==> src/rtl/sram_port_ctrl.sv <==
// rtl/sram_port_ctrl.sv - request/response controller for a 64x32 single-port SRAM macro
// Optional zero-fill sweep after reset; read data returned through a 3-entry response FIFO.
module sram_port_ctrl #(
  parameter int DEPTH     = 64,
  parameter int ADDR_W    = 6,
  parameter int DATA_W    = 32,
  parameter int INIT_ZERO = 1
) (
  input  logic              clock,
  input  logic              reset,
  input  logic              req_valid,
  output logic              req_ready,
  input  logic              req_write,
  input  logic [ADDR_W-1:0] req_addr,
  input  logic [DATA_W-1:0] req_wdata,
  output logic              resp_valid,
  input  logic              resp_ready,
  output logic [DATA_W-1:0] resp_rdata,
  output logic              init_done,
  output logic              sram_ceb,
  output logic              sram_web,
  output logic [ADDR_W-1:0] sram_a,
  output logic [DATA_W-1:0] sram_d,
  input  logic [DATA_W-1:0] sram_q
);

  typedef enum logic {ST_INIT, ST_RUN} state_t;
  localparam state_t RST_STATE = (INIT_ZERO != 0) ? ST_INIT : ST_RUN;

  state_t            state, state_nxt;
  logic [ADDR_W-1:0] init_cnt, init_cnt_nxt;
  logic [1:0]        count, wptr, rptr;
  logic              rd_pending;
  logic              fire, push, pop;
  logic [DATA_W-1:0] fifo_mem [3];

  function automatic logic [1:0] ptr_inc(input logic [1:0] p);
    return (p == 2'd2) ? 2'd0 : p + 2'd1;
  endfunction

  always_ff @(posedge clock or posedge reset) begin
    if (reset) begin
      state    <= RST_STATE;
      init_cnt <= '0;
    end else begin
      state    <= state_nxt;
      init_cnt <= init_cnt_nxt;
    end
  end

  // Reset gates every pin combinationally so the macro is idle while reset is held.
  always_comb begin
    state_nxt    = state;
    init_cnt_nxt = init_cnt;
    req_ready    = 1'b0;
    fire         = 1'b0;
    sram_ceb     = 1'b1;
    sram_web     = 1'b1;
    sram_a       = '0;
    sram_d       = '0;
    if (!reset) begin
      case (state)
        ST_INIT: begin
          sram_ceb     = 1'b0;
          sram_web     = 1'b0;
          sram_a       = init_cnt;
          init_cnt_nxt = init_cnt + ADDR_W'(1);
          if (init_cnt == ADDR_W'(DEPTH - 1)) state_nxt = ST_RUN;
        end
        ST_RUN: begin
          // Outstanding reads (buffered + in flight) never exceed the FIFO depth.
          req_ready = (({1'b0, count} + {2'b00, rd_pending}) < 3'd3);
          fire      = req_valid && req_ready;
          if (fire) begin
            sram_ceb = 1'b0;
            sram_web = !req_write;
            sram_a   = req_addr;
            sram_d   = req_write ? req_wdata : '0;
          end
        end
        default: state_nxt = RST_STATE;
      endcase
    end
  end

  assign init_done  = (state == ST_RUN);
  assign push       = rd_pending;
  assign pop        = resp_valid && resp_ready;
  assign resp_valid = (count != 2'd0);
  assign resp_rdata = resp_valid ? fifo_mem[rptr] : '0;

  always_ff @(posedge clock or posedge reset) begin
    if (reset) begin
      rd_pending <= 1'b0;
      count      <= 2'd0;
      wptr       <= 2'd0;
      rptr       <= 2'd0;
    end else begin
      rd_pending <= fire && !req_write;
      if (push) wptr <= ptr_inc(wptr);
      if (pop)  rptr <= ptr_inc(rptr);
      case ({push, pop})
        2'b10:   count <= count + 2'd1;
        2'b01:   count <= count - 2'd1;
        default: count <= count;
      endcase
    end
  end

  // Macro Q is only meaningful the cycle after a read fire.
  always_ff @(posedge clock) begin
    if (push) fifo_mem[wptr] <= sram_q;
  end

endmodule

==> config.mk <==
export PLATFORM = sky130hd
export DESIGN_NAME = sram_port_ctrl
export DESIGN_NICKNAME = d
export VERILOG_FILES = /design/src/rtl/sram_port_ctrl.sv
export SDC_FILE = /design/constraint.sdc
export NUM_CORES = 1
export LEC_CHECK = 0
export CORE_MARGIN = 1
export CORE_UTILIZATION = 50
export DETAILED_ROUTE_END_ITERATION = 7
export PLACE_DENSITY = 0.82
export REMOVE_ABC_BUFFERS = 1
export SLEW_MARGIN = 20
export SYNTH_ARGS = -nofsm -noshare
export SYNTH_HDL_FRONTEND = slang
export SYNTH_SLANG_ARGS = --single-unit
==> constraint.sdc <==
create_clock -name clock -period 7.1 [get_ports clock]
set_input_delay 0.71 -clock clock [delete_from_list [all_inputs] [get_ports clock]]
set_output_delay 0.71 -clock clock [all_outputs]
set_load 0.02 [all_outputs]
# After elaboration in Yosys (flattened, before gate mapping)
# Memory sizes are Yosys's and may differ from the RTL's.
# Index checks and enable logic that the tools add are counted.
classes:
  n_addsub: 6
  magnitude_cmp: 1
  n_eq_ne: 5
  muxes: 25
  bitwise: 2
  reduce_logical: 7
op_table:
  columns: ["op", "count"]
  rows:
  - ["32-bit 2-to-1 mux", 5]
  - ["1-bit 2-to-1 mux", 12]
  - ["6-bit 2-to-1 mux", 2]
  - ["6-bit one-hot mux with 2 select lines", 1]
  - ["2-bit by 1-bit adder with 2-bit output, second input constant", 3]
  - ["6-bit by 1-bit adder with 6-bit output, second input constant", 1]
  - ["2-bit equality test, second input constant", 3]
  - ["6-bit equality test, second input constant", 1]
  - ["2-bit 2-to-1 mux", 2]
  - ["1-bit one-hot mux with 2 select lines", 2]
  - ["2-bit one-hot mux with 2 select lines", 1]
  - ["2-bit nonzero test", 2]
  - ["2-bit by 1-bit adder with 3-bit output", 1]
  - ["1-bit logical AND", 3]
  - ["3-bit by 2-bit less-than comparator with 1-bit output, second input constant", 1]
  - ["2-bit by 1-bit equality test with 1-bit output, second input constant", 1]
  - ["1-bit inverter", 2]
  - ["2-bit AND reduction", 1]
  - ["2-bit by 1-bit subtractor with 2-bit output, second input constant", 1]
  - ["1-bit logical NOT", 1]
word_totals:
  ff_bits: 14
  ramBits: 96
  out_inout_bits: 75
  wordCells: 53
  mem_count: 1
memory_table:
  columns: ["name", "words", "word_bits", "rd", "rd_ports_with_merged_regs", "wr", "line_no", "text"]
  rows:
  - ["fifo_mem", 3, 32, 1, 0, 1, "35", "logic [DATA_W-1:0] fifo_mem [3];"]

# Depth between registers and ports, before layout
logic_depth:
  depth_word: 6
  mapped_depth: 7
  ltp_nobuf: 6

# Worst setup path before layout
# OpenSTA, ideal clock, no wires.
synth_timing:
  path_type: "reg2out"
  start: "register count[0]"
  end: "output sram_d[10]"
  arrival_ns: 1.908
  t_required_ns: 6.390
  path_slack_ns: 4.482
  path_stages_with_launch: 8
  path_buffers: 2
  cell_sequence: "dfrtp_1 ha_1 ha_1 and2_1 buf_6 nor4_4 buf_6 and2_1"
synth_via:
  elab_chain_len: 6
synth_lines:
  columns: ["element", "line_no", "text"]
  rows:
  - ["from (decl)", "32", "logic [1:0] count, wptr, rptr;"]
  - ["from (signal assigned)", "103", "2'b10: count <= count + 2'd1;"]
  - ["from (signal assigned)", "104", "2'b01: count <= count - 2'd1;"]
  - ["from (signal assigned)", "105", "default: count <= count;"]
  - ["2-bit by 1-bit adder with 3-bit output", "72", "req_ready = (({1'b0, count} + {2'b00, rd_pending}) < 3'd3);"]
  - ["3-bit by 2-bit less-than comparator with 1-bit output", "72", null]
  - ["1-bit logical AND", "73", "fire = req_valid && req_ready;"]
  - ["32-bit 2-to-1 mux", "74", "if (fire) begin"]
  - ["32-bit 2-to-1 mux", "62", "case (state)"]
  - ["32-bit 2-to-1 mux", "61", "if (!reset) begin"]
  - ["to (decl)", "23", "output logic [DATA_W-1:0] sram_d,"]
# Every way passes these cells.

# Worst setup path after layout
layout_timing:
  start: "register count[0]"
  end: "output sram_d[29]"
# Same word-level chain as after synthesis.

==> flow_summary.ini <==
[global_route]
grt.overflow.total = 0
first_global_vias = 3087
grt_start_max_net_pins = 36
global_route_wire_length_before_repair_mm = 15.4
antenna_found_initial = 1
total_routing_usage_reported_by_global_routing_pct = 21.0

[sta]
finalHoldViolCount = 0
timing.final.crit_share_pct = 52.6
timing.setup.tns_ns = 0
maxClockFrequency_ghz = 0.268
rsz_0062_raised_after_global_routing = false
report.final.slew_viol_count = 0
slew-limit-headroom_pct = 28.9
timing_worst_slew_pin_value_ns = 1.07
finalWorstSetupSlack_ns = 3.36
setup_violations = 0
finClkSkew_ns = 0.00928
final_period_minus_worst_setup_slack_ns = 3.74

[clock_tree]
cts_root_buffer = sky130_fd_sc_hd__clkbuf_8
post_cts_setup_buffer_count = 0
bufs_on_longest_clock_path = 2
post_cts_hold_buffer_count = 0
cts_tree = yes
clkSinkCount = 110
number_of_buffers_inserted_during_clock_tree_synthesis = 9
ctsHtreeMaxLevel = 3
number_of_instances_resized_during_post_cts_repair = 0
insertion_delay_ns = 0.36
cts.clk_slew.worst_paths_ns = 0.09

[setup_path]
timing.critical_path.to_type = output pin
critical_path.startpoint_type = register
critPathRequiredTime_ns = 6.39
timing.setup.critical_path_class = reg -> out
worst_path_fanout_max = 26
critical_path_data_arrival_time_ns = 3.03

[synth]
synth_top_family_by_area = multiplexers
ys_seq_elements = 110
ys_async_sr_fraction_pct = 12.7
synthSimpleGateAreaFrac_pct = 9.86
synth_compound_gate_area_share_pct = 2.29
synthesis.area_per_instance_um2 = 15.3
yosysWarningCount = 0
netlist_area_um2 = 4750
synth_xor_area_share_pct = 1.48
synth.yosys.seq_area_share_pct = 68.1
synth_enable_flop_cells = 96
syn_inst = 311
synth.area.mux_share_pct = 14.6
ys_types = 29
synthesized_area_fraction_occupied_by_adder_cells_pct = 1.05
dominantRegCellSynth = sky130_fd_sc_hd__edfxtp_1

[floorplanning]
design.core.area_um2 = 9200
num_rows = 35
fp.dieArea_um2 = 9890
start_util_pct = 51.6
die_height_um = 99.4
die_w_um = 99.4
io_pins = 150

[drt]
drtIter0Drc = 67
route.detailed.wl_per_inst_um = 17.5
wirelength_mm = 10.1
first_pass_iters = 4
drt_drc_violations_left = 0
vias = 3002
viasPerCell = 5.22
ant_nets = 0

[final_layout]
synthToLayoutAreaGrowth_pct = 37.4
final_layout_size_suffix_gt1_share_pct = 12.5
fin_nets = 537
post-route-util_pct = 70.9

[placed_design]
gp_congestion = 0.837
dp_worst_setup_slack_ns = 3.26
port_buffers = 149
place_hpwl_mm = 7.06

[pwr]
vdd_ir_drop_max_mv = 0.144
total_power_mw = 1.99
cellLeakagePower_nw = 2.32
power.density_nw_per_um2 = 305

[worst_hold_path]
min_path_type = reg -> reg

[outcome]
run_status = finished, final reports clean

[job]
cap_violations = 0
## cells by family after synthesis
group | count (synthesis)
fa+ha+maj | 4
buf+inv | 22
simple gates | 88
mux | 65
flops | 110
compound gates | 14
xor+xnor | 8
## path summary, 6_finish.rpt
kind | start | end | slack [ns] | cells past startpoint
worst max-delay path | count[0] | sram_d[29] | 3.36 | 7
worst min-delay path | wptr[1] | wptr[1] | 0.51 | 1
worst max register to register | wptr[1] | fifo_mem[1][19] | 5.27 | 2
worst min register to register | wptr[1] | wptr[1] | 0.51 | 1
max in group asynchronous | reset | rptr[1] | 5.87 | 2
min in group asynchronous | reset | init_cnt[5] | 0.78 | 2
## sequential cells by signal, indices dropped and copies added, names as in the netlist
name and count:
fifo_mem 96, init_cnt 6, count 2, rptr 2
wptr 2, init_done 1, push 1
## placed cells by master, fill, tap and decap left out, types with 2 or more instances in the layout
master	count
sky130_fd_sc_hd__dfrtp_1	13
sky130_fd_sc_hd__nand4_1	2
sky130_fd_sc_hd__nor2_1	34
sky130_fd_sc_hd__clkbuf_8	10
sky130_fd_sc_hd__mux2i_1	32
sky130_fd_sc_hd__inv_6	2
sky130_fd_sc_hd__nand2b_1	3
sky130_fd_sc_hd__nor2_4	2
sky130_fd_sc_hd__inv_1	6
sky130_fd_sc_hd__nor3_1	2
sky130_fd_sc_hd__xor2_1	2
sky130_fd_sc_hd__a21o_1	4
sky130_fd_sc_hd__clkdlybuf4s50_1	149
sky130_fd_sc_hd__nand2_1	4
sky130_fd_sc_hd__xnor2_1	6
sky130_fd_sc_hd__and2_1	33
sky130_fd_sc_hd__ha_1	4
sky130_fd_sc_hd__edfxtp_1	96
sky130_fd_sc_hd__buf_4	2
sky130_fd_sc_hd__clkinv_1	2
sky130_fd_sc_hd__a22o_1	6
sky130_fd_sc_hd__mux2_2	33
## report_power, final
group	internal [mW]	switching [mW]
logic	0.420	0.376
registers	0.736	0.0903
clock network	0.164	0.204
total	1.32	0.671
## critical path, cell delays in order, from the launching register on
cell	delay, ns
sky130_fd_sc_hd__dfrtp_1	0.46
sky130_fd_sc_hd__ha_1	0.23
sky130_fd_sc_hd__ha_1	0.26
sky130_fd_sc_hd__and2_1	0.25
sky130_fd_sc_hd__nor4_4	0.42
sky130_fd_sc_hd__clkbuf_8	0.28
sky130_fd_sc_hd__and2_1	0.17
sky130_fd_sc_hd__clkdlybuf4s50_1	0.61
## area by class of cell
| type | count | area (µm²) |
|---|---|---|
| Timing Repair Buffer | 152 | 1520 |
| Inverter | 6 | 22.5 |
| Antenna cell | 1 | 2.50 |
| Multi-Input combinational cell | 179 | 1410 |
| Sequential cell | 110 | 3230 |
| Clock inverter | 7 | 71.3 |
| Clock buffer | 9 | 124 |
| Fill cell | 628 | 2680 |
| Tap cell | 111 | 139 |
## metal layers
metal	global-route usage [%]	share of wire [%]	wire length [µm]	vias up
met2	38.4	53	5310	120
met4	7.58	1.2	121	0
li1	-	-	-	1427
met5	0	0	0	-
met1	24.1	41	4080	1444
met3	4.85	5.5	552	11
## Yosys cell counts, types with 2 or more instances
master	count	area, µm²
sky130_fd_sc_hd__a21o_1	4	30.0
sky130_fd_sc_hd__a22o_1	6	52.6
sky130_fd_sc_hd__and2_1	33	206
sky130_fd_sc_hd__and3_1	2	12.5
sky130_fd_sc_hd__buf_2	9	45.0
sky130_fd_sc_hd__buf_6	4	45.0
sky130_fd_sc_hd__clkbuf_1	3	11.3
sky130_fd_sc_hd__dfrtp_1	14	350
sky130_fd_sc_hd__edfxtp_1	96	2880
sky130_fd_sc_hd__ha_1	4	50.1
sky130_fd_sc_hd__inv_1	6	22.5
sky130_fd_sc_hd__mux2_2	33	372
sky130_fd_sc_hd__mux2i_1	32	320
sky130_fd_sc_hd__nand2_1	4	15.0
sky130_fd_sc_hd__nand2b_1	3	18.8
sky130_fd_sc_hd__nand4_1	2	12.5
sky130_fd_sc_hd__nor2_1	37	139
sky130_fd_sc_hd__nor3_1	2	10.0
sky130_fd_sc_hd__xnor2_1	6	52.6
sky130_fd_sc_hd__xor2_1	2	17.5
## metrics by stage
step | cell area, µm² | std cells | hold slack, ns
after global routing | 6520 | 575 | 0.525
after detailed placement | 6310 | 557 | 0.488
after CTS | 6500 | 573 | 0.510
after floorplan | 4640 | 295 | 0.460
final | 6520 | 575 | 0.511
after global placement | 6310 | 557 | 0.468
(Power assumes the default switching activity.)
